## src/rtl/ni_target_rsp_packetizer.sv

```systemverilog
// Response packetizer for an NI target: turns slave response beats into a
// head flit (route, source, response code) followed by one flit per data
// beat, under credit-based flow control towards the switch input port.
module ni_target_rsp_packetizer #(
  parameter int SOURCEWD    = 4,
  parameter int PATHWD      = 7,
  parameter int DATAWD      = 32,
  parameter int FLITWD      = 80,
  parameter int NUM_CREDITS = 4
) (
  input  logic                clock,
  input  logic                reset_n,
  input  logic                rsp_valid,
  output logic                rsp_ready,
  input  logic [SOURCEWD-1:0] rsp_source,
  input  logic [1:0]          rsp_code,
  input  logic [DATAWD-1:0]   rsp_data,
  input  logic                rsp_last,
  output logic [SOURCEWD-1:0] lut_address,
  input  logic [PATHWD-1:0]   lut_path,
  output logic [FLITWD-1:0]   flit_out,
  output logic                flit_valid,
  input  logic                credit_in
);

  localparam int CRW = $clog2(NUM_CREDITS + 1);
  localparam logic [CRW-1:0] CR_MAX = CRW'(NUM_CREDITS);
  localparam logic [CRW-1:0] CR_ONE = CRW'(1);

  localparam logic [1:0] TYPE_HEAD = 2'b01;
  localparam logic [1:0] TYPE_BODY = 2'b00;
  localparam logic [1:0] TYPE_TAIL = 2'b10;

  typedef enum logic [1:0] {
    IDLE = 2'd0,
    HEAD = 2'd1,
    BODY = 2'd2
  } state_t;

  state_t              state_q;
  logic [CRW-1:0]      credits_q;
  logic [CRW-1:0]      credits_d;
  logic [SOURCEWD-1:0] src_q;
  logic [1:0]          code_q;
  logic [FLITWD-1:0]   flit_q;
  logic                flit_valid_q;

  logic                have_credit;
  logic                send_head;
  logic                send_body;
  logic                flit_send;
  logic [FLITWD-1:0]   head_flit;
  logic [FLITWD-1:0]   data_flit;

  // A flit may only leave when a downstream slot is known to be free.
  assign have_credit = (credits_q != '0);
  // Ready depends on state and credits only, never on rsp_valid.
  assign rsp_ready   = (state_q == BODY) && have_credit;
  assign send_head   = (state_q == HEAD) && have_credit;
  assign send_body   = rsp_valid && rsp_ready;
  assign flit_send   = send_head || send_body;

  // The captured source indexes the routing LUT, so the path is stable in HEAD.
  assign lut_address = src_q;
  assign flit_out    = flit_q;
  assign flit_valid  = flit_valid_q;

  // Head flit: type, route from the LUT, echoed source ID and response code.
  always_comb begin
    head_flit                            = '0;
    head_flit[1:0]                       = TYPE_HEAD;
    head_flit[2 +: PATHWD]               = lut_path;
    head_flit[2+PATHWD +: SOURCEWD]      = src_q;
    head_flit[2+PATHWD+SOURCEWD +: 2]    = code_q;
  end

  // Data flit: the beat carrying rsp_last closes the packet as a tail.
  always_comb begin
    data_flit              = '0;
    data_flit[1:0]         = rsp_last ? TYPE_TAIL : TYPE_BODY;
    data_flit[2 +: DATAWD] = rsp_data;
  end

  // Credit bookkeeping: a send and a returned credit together cancel out;
  // a returned credit with the counter already full is dropped.
  always_comb begin
    credits_d = credits_q;
    if (flit_send && !credit_in) begin
      credits_d = credits_q - CR_ONE;
    end else if (!flit_send && credit_in && (credits_q != CR_MAX)) begin
      credits_d = credits_q + CR_ONE;
    end
  end

  // Packet FSM with registered flit outputs and credit counter.
  always_ff @(posedge clock) begin
    if (!reset_n) begin
      state_q      <= IDLE;
      credits_q    <= CR_MAX;
      src_q        <= '0;
      code_q       <= '0;
      flit_q       <= '0;
      flit_valid_q <= 1'b0;
    end else begin
      credits_q    <= credits_d;
      flit_valid_q <= 1'b0;
      case (state_q)
        IDLE: begin
          // The first beat is only peeked at here; BODY consumes it.
          if (rsp_valid) begin
            src_q   <= rsp_source;
            code_q  <= rsp_code;
            state_q <= HEAD;
          end
        end
        HEAD: begin
          if (send_head) begin
            flit_q       <= head_flit;
            flit_valid_q <= 1'b1;
            state_q      <= BODY;
          end
        end
        BODY: begin
          if (send_body) begin
            flit_q       <= data_flit;
            flit_valid_q <= 1'b1;
            if (rsp_last) begin
              state_q <= IDLE;
            end
          end
        end
        default: begin
          state_q <= IDLE;
        end
      endcase
    end
  end

endmodule
```

## config.mk

```make
export PLATFORM = sky130hd
export DESIGN_NAME = ni_target_rsp_packetizer
export DESIGN_NICKNAME = d
export VERILOG_FILES = /design/src/rtl/ni_target_rsp_packetizer.sv
export SDC_FILE = /design/constraint.sdc
export NUM_CORES = 1
export LEC_CHECK = 0
export ABC_AREA = 1
export BUFFER_PORTS_ARGS = -buffer_cell sky130_fd_sc_hd__buf_2
export CELL_PAD_IN_SITES_DETAIL_PLACEMENT = 1
export CELL_PAD_IN_SITES_GLOBAL_PLACEMENT = 2
export CORE_AREA = 4 4 106 108
export DETAILED_ROUTE_END_ITERATION = 12
export DIE_AREA = 0 0 110 112
export PLACE_DENSITY = 0.92
export SYNTH_ARGS = -nofsm -noshare
export SYNTH_HDL_FRONTEND = slang
export SYNTH_SLANG_ARGS = --single-unit
```

## constraint.sdc

```tcl
create_clock -name clock -period 3.4 [get_ports clock]
set_clock_uncertainty 0.15 [all_clocks]
set_input_delay 0.34 -clock clock [delete_from_list [all_inputs] [get_ports clock]]
set_output_delay 0.34 -clock clock [all_outputs]
set_load 0.1 [all_outputs]
```

Word-level counts from Yosys, hierarchy flattened
Index checks and enable logic that the tools add are counted.
{"block": "totals", "out_inout_bits": 86, "regBits": 92, "word_cells": 45}
{"block": "classes", "n_reduce_logical": 16, "n_mux": 14, "n_eq_ne": 7, "n_addsub": 2}
{"cell": "2-to-1 mux 80 bit", "count": 2}
{"cell": "one-hot mux 80 bit (2 select lines)", "count": 1}
{"cell": "2-to-1 mux 2 bit", "count": 5}
{"cell": "inequality test 2 bit (second input constant)", "count": 4}
{"cell": "logical AND 1 bit", "count": 6}
{"cell": "2-to-1 mux 3 bit", "count": 2}
{"cell": "one-hot mux 2 bit (3 select lines)", "count": 1}
{"cell": "AND reduction 4 bit", "count": 1}
{"cell": "nonzero test 2 bit", "count": 2}
{"cell": "adder 3 x 1 -> 3 bit (second input constant)", "count": 1}
{"cell": "inequality test 3 bit (second input constant)", "count": 1}
{"cell": "AND reduction 3 bit", "count": 1}
{"cell": "nonzero test 3 bit", "count": 1}
{"cell": "subtractor 3 x 1 -> 3 bit (second input constant)", "count": 1}
{"cell": "== test 2 x 1 -> 1 bit (second input constant)", "count": 1}
{"cell": "== test 2 bit (second input constant)", "count": 1}
{"cell": "logical NOT 1 bit", "count": 2}
{"cell": "logical NOT 2 bit", "count": 1}
{"cell": "2-to-1 mux 1 bit", "count": 2}
{"cell": "one-hot mux 1 bit (2 select lines)", "count": 1}
{"cell": "AND reduction 2 bit", "count": 1}
{"cell": "logical OR 1 bit", "count": 1}

Depth between registers and ports, before layout
Gate-level depths: netlist of the first run.
{"block": "depth", "depth_word": 9, "mapped_depth": 12}

Worst setup path after synthesis of the first run
Ideal clock, no wire load.
{"block": "synth_timing", "path_type": "reg2reg", "from": "register state_q[0]", "to": "register credits_q[2]", "slack_ns": 1.456, "setup_time_ns": 0.129, "t_arrival_ns": 1.664, "synth_period_minus_slack_ns": 1.944, "path_stages_with_launch": 12, "cell_sequence": "dfxtp_1 inv_1 ha_1 buf_6 nand3_1 nand2_1 nand2_2 fa_1 inv_1 nand4_1 nand3_1 nand3_1"}
{"block": "synth_between", "elab_chain_cells": 8}
{"element": "start: declaration", "line_no": "40", "source": "state_t state_q;"}
{"element": "start signal: assignment", "line_no": "98", "source": "state_q <= IDLE;"}
{"element": "start signal: assignment", "line_no": "113", "source": "state_q <= HEAD;"}
{"element": "start signal: assignment", "line_no": "120", "source": "state_q <= BODY;"}
{"element": "== test 2 bit", "line_no": "58", "source": "assign rsp_ready = (state_q == BODY) && have_credit;"}
{"element": "logical AND 1 bit", "line_no": "58"}
{"element": "logical AND 1 bit", "line_no": "60", "source": "assign send_body = rsp_valid && rsp_ready;"}
{"element": "logical OR 1 bit (*)", "line_no": "61", "source": "assign flit_send = send_head || send_body;"}
{"element": "logical NOT 1 bit", "line_no": "90", "source": "end else if (!flit_send && credit_in && (credits_q != CR_MAX)) begin"}
{"element": "logical AND 1 bit (2 in series)", "line_no": "90"}
{"element": "nonzero test 2 bit (no source line)"}
{"element": "end signal: assignment", "line_no": "105", "source": "credits_q <= credits_d;"}
{"element": "end: declaration", "line_no": "41", "source": "logic [CRW-1:0] credits_q;"}
Every way passes the cells marked *; elsewhere a longest branch is shown, timed or not.
A chain may end at the register's enable or synchronous reset.

Worst setup path after layout of the first run
{"block": "layout_timing", "from": "register state_q[0]", "to": "output rsp_ready"}
{"block": "layout_between", "elab_chain_cells": 2}
{"element": "== test 2 bit", "line_no": "58"}
{"element": "logical AND 1 bit", "line_no": "58"}
{"element": "end: declaration", "line_no": "14", "source": "output logic rsp_ready,"}
No other way between the ends.

==> flow_summary.toml, run 1 <==
[floorplan]
std_cell_rows = 37
core_region_area_um2 = 10200
start_util_pct = 24.5
pin_count = 136
die_x_um = 110
die-area_um2 = 12300
die_h_um = 112

[hold_path]
min-delay-start = "rsp_source[0]"
holdPathStages = 3
whs_endpoint = "lut_address[0]"
min_path_type = "primary input to register"

[logic_synthesis]
yosys.cell_types.count = 28
yosysTopAreaCellShare_pct = 36.8
synthCells = 304
synth_async_sr_flop_share_pct = 0
synth_top_flop_cell = "dfxtp_1"
synthTopCellsByCount = "46 x buf_4, 46 x dfxtp_1, 38 x nand2_1"
synth_area_um2 = 2500
synth_area_leaders = "dfxtp_1 37%, buf_4 14%, nand3_1 7.4%"
yosys_warnings = 0
syn_area_per_cell_um2 = 8.24
synth_edf_count = 0
synth_area_leader_cell = "dfxtp_1"
ys_seq_elements = 46
ys_seq_area_share_pct = 36.8

[route]
drt-total-wl_mm = 6.66
dr.pass1.iters = 4
drtIter0Drc = 85
routedWlPerCell_um = 12.7
drc = 0
ant_nets = 0
vias = 2164
via_per_inst = 4.15

[global_route]
grt-busiest-layer = "met2"
grt_usage_pct = 11.0
antenna_found_initial = 0
grt-ovfl-total = 0
grt_pass1_vias = 2265
grt_pass1_wl_mm = 10.8
met1_usage_pct = 13.2
met2_usage_pct = 18.8
gr-usage-met3_pct = 3.13
grt_max_degree = 26

[critical_path]
timing.rr.end = "flit_out[17]"
regToRegStartpoint = "state_q[0]"
crit_type = "register to output pin"
cp-start-kind = "register"
crit_arrival_ps = 2250
cp_data_required_time_ps = 2910
endpoint_kind = "output pin"
ff2ff_setup_slack_ps = 1010
r2r_cells = 8
crit_fanout = 21

[pwr]
leakagePower_nw = 1.47
p_total_w = 0.00297
ir_worst_vdd_v = 0.000503
power_density_nw_per_um2 = 1010

[cts]
insertion_delay_ps = 300
clkTransAtPathRegs_ps = 90
postCtsSetupBuffers = 0
cts_buffers = 5
clockBufferDepth = 2
cts_tree = "built"
cts-root-buf = "clkbuf_8"
clkSinkCount = 46
cts_resized = 0
htree_levels = 2
cts_hold_buf = 0

[timing]
tightest_slew_ps = 1030
finalSetupTns_ps = 0
slew_headroom_pct = 31.3
hold_violations = 0
fmaxAchievable_mhz = 364
fin_crit_sh_pct = 80.7
final.min_clock_period_ps = 2740
setup_violations = 0
grt_setup_unrepaired = "no"
slew_viol_final = 0

[placement]
gp_congestion = 0.745
dp_hpwl_mm = 5.18
port_buffers = 89

[layout]
area_growth_pct = 17.0
n_fill_cell = 1282
fin_nets = 441
n_antenna_cell = 0
seqCellArea_um2 = 921
multi_input_area_um2 = 1210
drive_above_1_share_pct = 37.8

[run]
drv_cap = 0

[status]
status = "finished clean"
-- where the power goes --
group	switching (W)	internal, W	total, W
Combinational	0.00153	0.000354	0.00189
Sequential	0.0000704	0.000666	0.000737
Clock	0.000202	0.000145	0.000347
-- worst max path at each step --
stage,startpoint,slack (ps),to
6_report,state_q[0],660,rsp_ready
3_3_place_gp,state_q[0],1070,rsp_ready
5_1_grt,state_q[0],520,rsp_ready
4_1_cts,state_q[0],650,rsp_ready
3_5_place_dp,state_q[0],980,flit_out[17]
2_1_floorplan,state_q[0],1460,credits_q[2]
-- through the flow --
stage | util, % | hold WS (ps) | setup slack [ps] | area (µm²) | instances
floorplan | - | 274 | 1460 | 2670 | 349
global placement | 27.8 | 289 | 1070 | 2840 | 514
detailed placement | 27.8 | 308 | 985 | 2840 | 514
CTS | 28.6 | 130 | 647 | 2930 | 522
global route | 28.6 | 148 | 524 | 2930 | 522
finish | 28.6 | 142 | 656 | 2930 | 522
-- logic make-up after synthesis --
kind of cell               Yosys count  share of synthesized area, %
buffers and inverters               81                          21.5
other                                1                         0.150
AOI/OAI and AO/OA                   54                          16.0
adders and majority gates            6                          3.30
DFF                                 46                          36.8
and+or+nand+nor                    116                          22.2
-- layer usage --
metal  part of all wire [%]  up-vias
met3                    7.4        6
met2                     50       75
met5                      0        -
met4                    1.5        0
met1                     41     1028
li1                       -     1055
-- layout make-up --
class                      instances  area share (%)
inverter                          19            2.69
clock buffer                       5            2.35
timing repair buffer              91            15.7
multi-input combinational        222            41.4
tap                              136            5.81
clock inverter                     3           0.640
sequential                        46            31.4
-- registers in the layout, summed over array words and instances (netlist names) --
| name | cells |
|---|---|
| lut_address | 4 |
| flit_valid | 1 |
| code_q | 2 |
| flit_out | 34 |
| state_q | 2 |
| credits_q | 3 |
-- worst max-delay path, stage by stage, from the launching register on --
cell	delay, ps
dfxtp_1	350
inv_1	140
ha_1	440
inv_4	170
a21oi_2	130
buf_4	250
buf_2	470
-- placed cells by master (no fill, tap or decap), types with 4 or more instances in the layout --
| master | synthesis | layout |
|---|---|---|
| buf_2 | 4 | 89 |
| conb_1 | 1 | 46 |
| dfxtp_1 | 46 | 46 |
| nand2_1 | 38 | 38 |
| nand3_1 | 37 | 37 |
| nand2_2 | 19 | 19 |
| a21oi_2 | 18 | 18 |
| inv_1 | 16 | 16 |
| nor2_1 | 15 | 15 |
| o21ai_0 | 14 | 14 |
| o211a_1 | 10 | 10 |
| a21oi_1 | 10 | 10 |
| ha_1 | 5 | 5 |
| clkbuf_8 | 0 | 5 |
| nor2_2 | 4 | 4 |
No activity file was read; power rests on OpenSTA's default activity.
==> run 2: changes to the inputs <==
Settings changed: ABC_AREA 1 to 0, CORE_AREA 4 4 106 108 to 4 4 107 109, DIE_AREA 0 0 110 112 to 0 0 111 113, PLACE_DENSITY 0.92 to 0.88.
Clock period 3.4 ns to 2.8 ns, I/O delays scaled along.
==> flow_summary.toml, run 2 <==
[logic_synthesis]
synth-adder-area-share_pct = 3.34
syn_area_per_cell_um2 = 9.03
synth_area_leader_cell = "dfxtp_1"
synth-simple-area-share_pct = 15.1
synth-xor-area-share_pct = 0.708
synthTopCellsByCount = "48 x buf_4, 46 x dfxtp_1, 30 x nand2_1"
ys_seq_elements = 46
synth_area_um2 = 2470
synth_edf_count = 0
synth_top_flop_cell = "dfxtp_1"
yosys_warnings = 0
synth.most_common_cell = "buf_4"
yosysTopAreaCellShare_pct = 37.2
synth_async_sr_flop_share_pct = 0
ys_seq_area_share_pct = 37.2
synth_area_leaders = "dfxtp_1 37%, buf_4 15%, a22oi_1 6.1%"
synth_mux_area_share_pct = 5.26
yosys.cell_types.count = 40
synth_top_family_by_area = "compound AO/OA/AOI/OAI gates"
synth_compound_area_share_pct = 19.6
synthCells = 274

[cts]
cts-root-buf = "clkbuf_8"
insertion_delay_ps = 300
clkTransAtPathRegs_ps = 90
cts_buffers = 5
htree_levels = 2
clockBufferDepth = 2
cts_hold_buf = 0
cts_resized = 0
clkSinkCount = 46
postCtsSetupBuffers = 0
cts_tree = "built"

[timing]
grt_setup_unrepaired = "no"
hold_violations = 0
fin_crit_sh_pct = 91.4
fin_ws_ps = 242
finalSetupTns_ps = 0
tightest_slew_ps = 703
holdWs_ps = 82.1
setup_violations = 0
final.min_clock_period_ps = 2560
slew_headroom_pct = 53.1
slew_viol_final = 0
fmaxAchievable_mhz = 391

[layout]
n_antenna_cell = 0
fin_nets = 411
area_growth_pct = 21.3
final_util_pct = 28.3
n_fill_cell = 1276
seqCellArea_um2 = 921
largest_register_ffs = 34
mostFrequentLayoutCell = "buf_2"
multi_input_area_um2 = 1260
final_cell_mix = "89 x buf_2, 46 x conb_1, 46 x dfxtp_1"
drive_above_1_share_pct = 29.5

[global_route]
antenna_found_initial = 0
grt_pass1_wl_mm = 10.7
grt_usage_pct = 10.3
grt_pass1_vias = 2112
grt-ovfl-total = 0
grt_max_degree = 38

[route]
dr.pass1.iters = 4
ant_nets = 0
drtIter0Drc = 89
drt-total-wl_mm = 6.64
drc = 0
via_per_inst = 4.23
routedWlPerCell_um = 13.4
vias = 2096

[placement]
gp_congestion = 0.780
dp_hpwl_mm = 5.00
port_buffers = 89
post-place-ws_ps = 256

[floorplan]
start_util_pct = 23.3
core_region_area_um2 = 10600
pin_count = 136
die_x_um = 111
std_cell_rows = 38
die_h_um = 113
die-area_um2 = 12500

[critical_path]
critPathSlowestCell = "fa_1"
endpoint_kind = "register"
cp-start-kind = "register"
max_stage_delay_ps = 460
crit_chain = "inv_1 -> ha_1 -> a21oi_1 -> or3_1 -> fa_1 -> nand2b_1 -> a21oi_1 -> nor2_1 -> a221oi_1"
crit_top_cell = "a21oi_1"
crit_type = "register to register"
crit_arrival_ps = 2620
cp_data_required_time_ps = 2860
crit_fanout = 5

[pwr]
switching_share_pct = 56.9
p_int_w = 0.00169
power_density_nw_per_um2 = 1310
p_switching_w = 0.00223
ir_worst_vdd_v = 0.000783
comb_power_share_pct = 59.6
leakagePower_nw = 1.48
power_frac_seq_pct = 24.6
p_clk_share_pct = 15.8

[hold_path]
min_path_type = "primary input to register"

[status]
status = "finished clean"

[run]
drv_cap = 0
run 2: cell types whose count changed after synthesis, moves of 8 or more:
cell,before,now
a21oi_2,18,1
a22oi_1,0,20
inv_1,16,5
mux2i_1,0,13
nand2_1,38,30
nand2_2,19,0
nand3_1,37,8
nor2_1,15,5
nor2b_1,0,20
o21ai_0,14,3
run 2: worst paths after layout:
check               start      endpoint  slack [ps]  cells past startpoint
max            state_q[1]  credits_q[1]         240                      9
min reg2reg     code_q[1]     code_q[1]         320                      2
max reg2reg    state_q[1]  credits_q[1]         240                      9
min          rsp_data[15]  flit_out[17]          80                      3
run 2: power by group through the flow:
stage | combinational, W | sequential, W | clock, W
floorplan | 0.00113 | 0.00189 | 0
global placement | 0.00231 | 0.000967 | 0
detailed placement | 0.00236 | 0.000978 | 0
CTS | 0.00237 | 0.000965 | 0.000647
global route | 0.00250 | 0.000990 | 0.000670
finish | 0.00234 | 0.000962 | 0.000621
run 2: worst max-delay path: cells and delay by family (launching register included):
family | cells | cell delay, ps
adders and majority gates | 2 | 730
and+or+nand+nor | 3 | 590
AOI/OAI and AO/OA | 3 | 530
DFF | 1 | 340
buffers and inverters | 1 | 130
run 2: metal layers:
metal / up-vias / track usage [%] / share of wire, %
li1: 1015 / - / -
met1: 999 / 12.4 / 42
met2: 77 / 18.2 / 50
met3: 5 / 2.62 / 6.6
met4: 0 / 3.28 / 1.1
met5: - / 0 / 0
run 2: metrics by stage:
step	cells	instance area (µm²)	power, W
6_report	496	3000	0.00392
3_5_place_dp	488	2860	0.00334
4_1_cts	496	3000	0.00398
5_1_grt	496	3000	0.00416
3_3_place_gp	488	2860	0.00328
2_1_floorplan	319	2640	0.00302
run 2: kinds of logic (layout without fill, tap and decap cells):
| group | Yosys count | after routing |
|---|---|---|
| mux | 13 | 13 |
| compound gates | 62 | 62 |
| fa+ha+maj | 6 | 6 |
| xor+xnor | 2 | 2 |
| other cells | 1 | 46 |
| buf+inv | 70 | 107 |
| flops | 46 | 46 |
| simple gates | 74 | 74 |
run 2: area by class of cell:
cell class	instances	share of cell area, %
sequential	46	30.7
multi-input combinational	203	42.0
timing repair buffer	94	16.1
clock buffer	6	2.75
clock inverter	2	2.00
inverter	5	0.625
tap	140	5.84
